[config.mk]
export PLATFORM = sky130hd
export DESIGN_NAME = uart_rx_cfg
export DESIGN_NICKNAME = d
export VERILOG_FILES = /design/src/rtl/uart_pkg.sv /design/src/rtl/uart_rx_sync.sv /design/src/rtl/uart_rx_cfg.sv
export SDC_FILE = /design/constraint.sdc
export NUM_CORES = 1
export LEC_CHECK = 0
export ABC_AREA = 1
export CAP_MARGIN = 20
export CELL_PAD_IN_SITES_DETAIL_PLACEMENT = 0
export CELL_PAD_IN_SITES_GLOBAL_PLACEMENT = 2
export CORE_MARGIN = 4
export CORE_UTILIZATION = 36
export DETAILED_ROUTE_END_ITERATION = 6
export PLACE_DENSITY_LB_ADDON = 0.1
export SYNTH_ARGS = -nofsm -noshare
export SYNTH_HDL_FRONTEND = slang
export SYNTH_SLANG_ARGS = --single-unit
[constraint.sdc]
create_clock -name i_Clock -period 2.05 [get_ports i_Clock]
set_input_delay 0.41 -clock i_Clock [delete_from_list [all_inputs] [get_ports i_Clock]]
set_output_delay 0.41 -clock i_Clock [all_outputs]
set_load 0.05 [all_outputs]
[src/rtl/uart_pkg.sv]
// Shared definitions for the configurable UART receiver family:
// parity mode codes, receive FSM states and the expected-parity helper.
package uart_pkg;

   localparam int PARITY_NONE = 0;
   localparam int PARITY_ODD  = 1;
   localparam int PARITY_EVEN = 2;

   typedef enum logic [2:0] {
      ST_IDLE,
      ST_START,
      ST_DATA,
      ST_PARITY,
      ST_STOP,
      ST_BREAK_WAIT
   } t_rx_state;

   // Payload is zero-extended to 9 bits; unused upper bits do not affect the XOR.
   function automatic logic f_parity(input logic [8:0] data, input int mode);
      return (^data) ^ (mode == PARITY_ODD);
   endfunction

endpackage

[src/rtl/uart_rx_sync.sv]
// RX front end: 2-flop synchronizer, falling-edge detect and majority vote; 2-cycle latency.
// No backpressure: samples are taken whenever i_Sample pulses.
module uart_rx_sync (
   input  logic i_Clock,
   input  logic i_Rst_L,
   input  logic i_RX_Serial,
   input  logic i_Sample,
   output logic o_RX,
   output logic o_Fall,
   output logic o_Majority
);

   logic       rx_meta;
   logic       rx_sync;
   logic       rx_prev;
   logic [1:0] samp;

   always_ff @(posedge i_Clock or negedge i_Rst_L) begin
      if (!i_Rst_L) begin
         rx_meta <= 1'b1;
         rx_sync <= 1'b1;
         rx_prev <= 1'b1;
         samp    <= 2'b11;
      end else begin
         rx_meta <= i_RX_Serial;
         rx_sync <= rx_meta;
         rx_prev <= rx_sync;
         if (i_Sample) samp <= {samp[0], rx_sync};
      end
   end

   // The third sample is the live value, so the vote is ready on the last sample cycle.
   assign o_RX       = rx_sync;
   assign o_Fall     = rx_prev & ~rx_sync;
   assign o_Majority = (samp[1] & samp[0]) | ((samp[1] | samp[0]) & rx_sync);

endmodule

[src/rtl/uart_rx_cfg.sv]
// Configurable UART receiver with parity, stop-bit count, false-start and break handling.
// o_RX_DV fires M+1 cycles into the final stop bit; no backpressure, frames are never held.
module uart_rx_cfg
   import uart_pkg::*;
#(
   parameter int CLKS_PER_BIT = 217,
   parameter int DATA_BITS    = 8,
   parameter int PARITY_MODE  = 0,
   parameter int STOP_BITS    = 1
) (
   input  logic                 i_Clock,
   input  logic                 i_Rst_L,
   input  logic                 i_RX_Serial,
   output logic                 o_RX_DV,
   output logic [DATA_BITS-1:0] o_RX_Byte,
   output logic                 o_Parity_Err,
   output logic                 o_Frame_Err,
   output logic                 o_Break,
   output logic                 o_Busy
);

   localparam int              CW        = $clog2(CLKS_PER_BIT);
   localparam int              IW        = $clog2(DATA_BITS);
   localparam int              M         = CLKS_PER_BIT / 2;
   localparam logic [CW-1:0]   CNT_FIRST = CW'(M - 1);
   localparam logic [CW-1:0]   CNT_MID   = CW'(M + 1);
   localparam logic [CW-1:0]   CNT_LAST  = CW'(CLKS_PER_BIT - 1);
   localparam logic [IW-1:0]   IDX_LAST  = IW'(DATA_BITS - 1);
   localparam logic            STOP_LAST = 1'(STOP_BITS - 1);

   t_rx_state            state, state_nxt;
   logic [CW-1:0]        cnt;
   logic [IW-1:0]        bit_idx;
   logic                 stop_idx;
   logic [DATA_BITS-1:0] shreg;
   logic                 par_bit, par_err, fr_err;
   logic                 rx, fall, maj;
   logic                 in_frame, sample_en, at_mid, at_end, is_break;
   logic                 cnt_clr, dv_set, brk_set, brk_clr;

   uart_rx_sync u_sync (
      .i_Clock     (i_Clock),
      .i_Rst_L     (i_Rst_L),
      .i_RX_Serial (i_RX_Serial),
      .i_Sample    (sample_en),
      .o_RX        (rx),
      .o_Fall      (fall),
      .o_Majority  (maj)
   );

   assign at_mid    = (cnt == CNT_MID);
   assign at_end    = (cnt == CNT_LAST);
   assign in_frame  = state inside {ST_START, ST_DATA, ST_PARITY, ST_STOP};
   assign sample_en = in_frame && (cnt >= CNT_FIRST) && (cnt <= CNT_MID);
   // par_bit stays 0 without parity, so it never masks a break.
   assign is_break  = !stop_idx && !maj && (shreg == '0) && !par_bit;
   assign o_Busy    = (state != ST_IDLE);

   always_ff @(posedge i_Clock or negedge i_Rst_L) begin
      if (!i_Rst_L) state <= ST_IDLE;
      else          state <= state_nxt;
   end

   always_comb begin
      state_nxt = state;
      cnt_clr   = 1'b0;
      dv_set    = 1'b0;
      brk_set   = 1'b0;
      brk_clr   = 1'b0;
      case (state)
         ST_IDLE: begin
            cnt_clr = 1'b1;
            if (fall) state_nxt = ST_START;
         end
         ST_START: begin
            if (at_mid && maj) begin
               cnt_clr   = 1'b1;
               state_nxt = ST_IDLE;
            end else if (at_end) begin
               cnt_clr   = 1'b1;
               state_nxt = ST_DATA;
            end
         end
         ST_DATA: begin
            if (at_end) begin
               cnt_clr = 1'b1;
               if (bit_idx == IDX_LAST)
                  state_nxt = (PARITY_MODE != PARITY_NONE) ? ST_PARITY : ST_STOP;
            end
         end
         ST_PARITY: begin
            if (at_end) begin
               cnt_clr   = 1'b1;
               state_nxt = ST_STOP;
            end
         end
         ST_STOP: begin
            // Leave mid-bit so a back-to-back start edge is seen from IDLE.
            if (at_mid && is_break) begin
               dv_set    = 1'b1;
               brk_set   = 1'b1;
               cnt_clr   = 1'b1;
               state_nxt = ST_BREAK_WAIT;
            end else if (at_mid && (stop_idx == STOP_LAST)) begin
               dv_set    = 1'b1;
               cnt_clr   = 1'b1;
               state_nxt = ST_IDLE;
            end else if (at_end) begin
               cnt_clr = 1'b1;
            end
         end
         ST_BREAK_WAIT: begin
            if (!rx) begin
               cnt_clr = 1'b1;
            end else if (at_end) begin
               cnt_clr   = 1'b1;
               brk_clr   = 1'b1;
               state_nxt = ST_IDLE;
            end
         end
         default: state_nxt = ST_IDLE;
      endcase
   end

   always_ff @(posedge i_Clock or negedge i_Rst_L) begin
      if (!i_Rst_L) begin
         cnt          <= '0;
         bit_idx      <= '0;
         stop_idx     <= 1'b0;
         shreg        <= '0;
         par_bit      <= 1'b0;
         par_err      <= 1'b0;
         fr_err       <= 1'b0;
         o_RX_DV      <= 1'b0;
         o_RX_Byte    <= '0;
         o_Parity_Err <= 1'b0;
         o_Frame_Err  <= 1'b0;
         o_Break      <= 1'b0;
      end else begin
         o_RX_DV <= dv_set;
         cnt     <= cnt_clr ? '0 : cnt + 1'b1;
         if (state == ST_IDLE && fall) begin
            bit_idx  <= '0;
            stop_idx <= 1'b0;
            par_bit  <= 1'b0;
            par_err  <= 1'b0;
            fr_err   <= 1'b0;
         end
         if (at_mid) begin
            case (state)
               ST_DATA:   shreg <= {maj, shreg[DATA_BITS-1:1]};
               ST_PARITY: begin
                  par_bit <= maj;
                  par_err <= (maj != f_parity(9'(shreg), PARITY_MODE));
               end
               ST_STOP:   if (!maj) fr_err <= 1'b1;
               default:   ;
            endcase
         end
         if (state == ST_DATA && at_end) bit_idx <= bit_idx + 1'b1;
         if (state == ST_STOP && at_end) stop_idx <= 1'b1;
         if (dv_set) begin
            o_RX_Byte    <= shreg;
            o_Parity_Err <= par_err;
            o_Frame_Err  <= fr_err | ~maj;
         end
         if (brk_set)      o_Break <= 1'b1;
         else if (brk_clr) o_Break <= 1'b0;
      end
   end

endmodule

# [Yosys cells after proc, flatten, opt, wreduce, memory -nomap -nowiden]
# Cells that the tools add are included.
[word_totals] regBits=43 input_bits=3 output_inout_bits=13 wordCells=113
[classes] addsub=2 order_cmp=2 eq_ne=17 n_mux=41 n_bitwise=9 reduce_logical=25
[op_table] op="3-bit 2-to-1 mux" count=12
[op_table] op="1-bit 2-to-1 mux" count=26
[op_table] op="3-bit case mux with 6 select lines" count=1
[op_table] op="1-bit logical AND" count=11
[op_table] op="3-bit == test, second input constant" count=3
[op_table] op="9-bit parity" count=1
[op_table] op="8-bit by 1-bit adder with 8-bit output, second input constant" count=1
[op_table] op="8-bit by 7-bit == test with 1-bit output, second input constant" count=1
[op_table] op="8-bit == test, second input constant" count=1
[op_table] op="8-bit by 7-bit >= comparator with 1-bit output, second input constant" count=1
[op_table] op="8-bit by 7-bit <= comparator with 1-bit output, second input constant" count=1
[op_table] op="8-bit logical NOT" count=1
[op_table] op="8-bit 2-to-1 mux" count=1
[op_table] op="2-bit != test, second input constant" count=4
[op_table] op="8-bit AND reduction" count=1
[op_table] op="3-bit by 2-bit == test with 1-bit output, second input constant" count=2
[op_table] op="2-bit nonzero test" count=3
[op_table] op="1-bit case mux with 5 select lines" count=1
[op_table] op="2-bit by 1-bit != test with 1-bit output, second input constant" count=2
[op_table] op="4-bit nonzero test" count=1
[op_table] op="3-bit by 1-bit adder with 3-bit output, second input constant" count=1
[op_table] op="1-bit bitwise AND" count=3
[op_table] op="3-bit by 1-bit == test with 1-bit output, second input constant" count=1
[op_table] op="1-bit logical NOT" count=3
[op_table] op="9 further kinds" count=13

# [Longest topological paths before layout]
[depth] word_depth=11 mapped_depth=11 mapped_depth_nobuf=11

# [Modules after synthesis]
# A second synthesis with hierarchy kept.
[hier_totals] hier_cells=257 area_unflattened_um2=2174.6
[by_module_without_submodules] mod="uart_rx_cfg" instances=1 cells_per_inst=241 area_each_um2=1998.2 seq_area_each_um2=950.9
[by_module_without_submodules] mod="uart_rx_sync" instances=1 cells_per_inst=16 area_each_um2=176.4 seq_area_each_um2=131.4

# [Least setup slack after synthesis]
# No wires, ideal clock.
[synth_path] kind="register to register" from="reg cnt[0]" to="reg cnt[0]" arrival_ns=1.381 t_required_ns=1.929 path_slack_ns=0.547 stages_incl_launch_ff=12 period_less_slack_ns=1.503 path_cell_list="dfrtp_1 > inv_1 > ha_1 > nand2_1 > nor2_2 > nand2_2 > inv_2 > nand2_1 > nand3_1 > nor2_2 > nand2_4 > nor2_2"
[synth_between] elab_chain_len=6
[synth_rtl] item="start: declaration" line="uart_rx_cfg.sv:32" source="logic [CW-1:0] cnt;"
[synth_rtl] item="start signal: assignment" line="uart_rx_cfg.sv:141" source="cnt <= cnt_clr ? '0 : cnt + 1'b1;"
[synth_rtl] item="8-bit == test / 8-bit by 7-bit == test with 1-bit output (equally long branches)" line="uart_rx_cfg.sv:52, uart_rx_cfg.sv:51"
[synth_rtl] item="1-bit 2-to-1 mux / 1-bit logical AND (equally long branches)"
[synth_rtl] item="1-bit 2-to-1 mux" line="uart_rx_cfg.sv:104" source="end else if (at_mid && (stop_idx == STOP_LAST)) begin"
[synth_rtl] item="1-bit 2-to-1 mux" line="uart_rx_cfg.sv:99" source="if (at_mid && is_break) begin"
[synth_rtl] item="1-bit case mux with 5 select lines" line="uart_rx_cfg.sv:70" source="case (state)"
[synth_rtl] item="8-bit 2-to-1 mux *" line="uart_rx_cfg.sv:141"
# Every way passes the cells marked *; elsewhere a longest branch is shown, timed or not.
# A chain may end at the register's enable or synchronous reset.

# [Worst setup path in the final report]
[layout_path] from="reg o_RX_Byte[4]" to="out o_RX_Byte[4]"
[layout_rtl] item="start: declaration" line="uart_rx_cfg.sv:15" source="output logic [DATA_BITS-1:0] o_RX_Byte,"
[layout_rtl] item="start signal: assignment" line="uart_rx_cfg.sv:163" source="o_RX_Byte <= shreg;"
# No word-level cell between the ends.

==> results_dict.tcl <==
set metrics [dict create \
    track_usage_pct 13.2 \
    slowest_stage "clkdlybuf4s50_1" \
    cts_inserted_buffers 5 \
    dp_cells 357 \
    vias_per_cell 4.53 \
    clock_path_buffers 2 \
    yosys.area_share.simple_pct 27.6 \
    num_io_pins 16 \
    drtPass1Iterations 4 \
    ir_drop_mv 0.368 \
    slowest_delay_ps 810 \
    totalPowerFinal_mw 2.24 \
    power_frac_seq_pct 44.3 \
    synth_top_area_share_pct 40.8 \
    post-route-drc-count 0 \
    die-area_um2 7820 \
    clockRootBuffer "clkbuf_8" \
    grt-ovfl-total 0 \
    cap_violations 0 \
    power_frac_clock_pct 24.8 \
    fin_tns_setup_ps 0 \
    ant_nets 0 \
    post_cts_buffers 0 \
    clkLatencyLatePin_ps 300 \
    grt_pass1_vias 1629 \
    antenna_found_initial 0 \
    synth_cells 265 \
    cp-end-kind "output pin" \
    synth_edf_count 0 \
    p_leak_nw 1.31 \
    totalWireLength_um 4650 \
    cts_resized 0 \
    clock_skew_ps 10.1 \
    hp-class "primary input to async pin" \
    wl_per_cell_um 12.7 \
    start_kind "flip-flop" \
    yosysTopAreaCell "dfrtp_1" \
    pwr-share-comb_pct 31.0 \
    synth_mux_area_share_pct 0 \
    yosysMostFrequentCell "nand2_1" \
    switchingPower_uw 861 \
    fp.coreArea_um2 6310 \
    grt.busiest_layer "met1" \
    intPower_mw 1.38 \
    setup_viol 0 \
    crit_family "buffers and inverters" \
    slew_headroom_pct 65.9 \
    synth_ff_type "dfrtp_1" \
    crit_fanout 2 \
    drive_gt1_share_pct 21.5 \
    die_h_um 88.4 \
    die_w_um 88.4 \
    status "completed" \
    pre_cts_slack_ps 280 \
    rsz0062_at_grt "no" \
    fin_ws_ps 176 \
    fin_crit_ps 1870 \
    worstPathCellList "clkdlybuf4s50_1" \
    synth_area_leaders "dfrtp_1 (41%), nand2_1 (10%), dfstp_2 (5.6%)" \
    async_reset_ff_share_pct 100 \
    synth_compound_area_share_pct 9.99 \
    vias 1655 \
    syn_nets 277 \
    syn_to_final_growth_pct 14.0 \
    avgSynthCellArea_um2 8.79 \
    finalHoldViolations 0 \
    routabilityCongestion 0.786 \
    fin_nets 299 \
    h-tree-depth 2 \
    ys_ff_latch 43 \
    tightest_slew_ps 512 \
    synthXorXnorAreaFrac_pct 3.39 \
    row_count 29 \
    crit_required_ps 1640 \
    post-route-period-util_pct 91.4 \
    clk_pin_slew_ps 90 \
    yosysUniqueCellTypes 29 \
    globalRouteMet1Util_pct 19.4 \
    arrival_ps 1460 \
    postCtsHoldBufs 0 \
    synth_fa_ha_area_share_pct 4.84 \
    p_sw_share_pct 38.5 \
    ys_seq_area_share_pct 46.5 \
    path_buf_inv 1 \
    dp_hpwl_um 3530 \
    maxSlewViolCount 0 \
    synthTopCellsByCount "nand2_1 (64), dfrtp_1 (38), inv_1 (31)" \
    path_class "flip-flop to output pin" \
    yosys_warnings 0 \
    initialDrtViolationCount 55 \
    initial_core_util_pct 36.9 \
    final_util_pct 42.0 \
    portBuffers 15 \
    cts_tree "built" \
    grt_max_degree 25 \
    synth_top_family_by_area "simple AND/OR/NAND/NOR gates" \
    powerDensity_nw_per_um2 843 \
    globalRouteMet2Util_pct 19.3 \
    final_cells 365 \
    syn_area_um2 2330 \
    grt_first_pass_wirelength_um 7890 \
    insertedDiodeCount 0 \
    global_route.usage.met3_pct 3.07 \
    clkSinkCount 43 \
    fmaxAchievable_mhz 534 \
]
-- final cells by class --
class	instances	area (µm²)
Clock inverter	2	12.5
Tap cell	77	96.3
Fill cell	663	3660
Sequential cell	43	1080
Timing Repair Buffer	18	178
Clock buffer	6	72.6
Multi-Input combinational cell	180	1070
Inverter	39	146
-- kinds of logic after synthesis --
family / Yosys count
adder cells (fa/ha/maj): 9
AND/OR/NAND/NOR: 127
XOR/XNOR: 9
buffers and inverters: 42
AO/OA/AOI/OAI: 35
flip-flops: 43
-- sequential cells by signal (all words and copies together), names as in the netlist --
register and flops:
bit_idx 3, cnt 8, fr_err 1, o_Break 1, o_Frame_Err 1, o_Parity_Err 1
o_RX_Byte 8, o_RX_DV 1, par_bit 1, par_err 1, shreg 8, state 3
stop_idx 1, u_sync.o_RX 1, u_sync.rx_meta 1, u_sync.rx_prev 1, u_sync.samp 2
-- metrics by stage --
step / hold slack (ps) / cell area (µm²)
2_1_floorplan: 114 / 2330
3_3_place_gp: 346 / 2570
4_1_cts: 80.4 / 2650
5_1_grt: 93.2 / 2650
3_5_place_dp: 349 / 2570
6_report: 69.1 / 2650
-- power by group through the flow --
stage,Combinational [mW],Clock (mW),Sequential (mW)
finish,0.693,0.554,0.991
global route,0.777,0.610,0.999
CTS,0.707,0.570,0.989
detailed placement,0.704,0,1.01
global placement,0.714,0,1.01
floorplan,0.546,0,0.987
-- path summary, 6_finish.rpt --
path,startpoint,endpoint,slack [ps],cells after the start
worst min register to register,u_sync.rx_meta,u_sync.o_RX,360,0
max in group asynchronous,i_Rst_L,shreg[1],1470,2
worst max-delay path,o_RX_Byte[4],o_RX_Byte[4],180,1
worst min-delay path,i_Rst_L,state[1],70,1
min in group i_Clock,u_sync.rx_meta,u_sync.o_RX,360,0
worst max register to register,cnt[0],cnt[0],280,11
-- metal layers --
layer	routed length, µm	part of all wire (%)	vias up
li1	-	-	886
met1	2510	54	749
met2	1970	42	15
met3	126	2.7	5
met4	42	0.90	0
met5	0	0	-
-- placed cells by master, fill, tap and decap left out, types with 2 or more instances in the layout --
| cell type | n |
|---|---|
| nand2_1 | 64 |
| dfrtp_1 | 38 |
| inv_1 | 31 |
| nor2_1 | 17 |
| nand3_1 | 13 |
| clkdlybuf4s50_1 | 13 |
| nor2_2 | 12 |
| o21ai_1 | 10 |
| ha_1 | 9 |
| inv_2 | 8 |
| o21ai_0 | 8 |
| o21ai_2 | 8 |
| nand2_2 | 6 |
| xor2_1 | 5 |
| clkbuf_8 | 5 |
| dfstp_2 | 5 |
| nand2_4 | 4 |
| nand4_1 | 4 |
| xnor2_1 | 4 |
| o21bai_1 | 4 |
| buf_4 | 3 |
| nand3_2 | 2 |
| a21oi_1 | 2 |
Power figures use the tool's default switching activity.
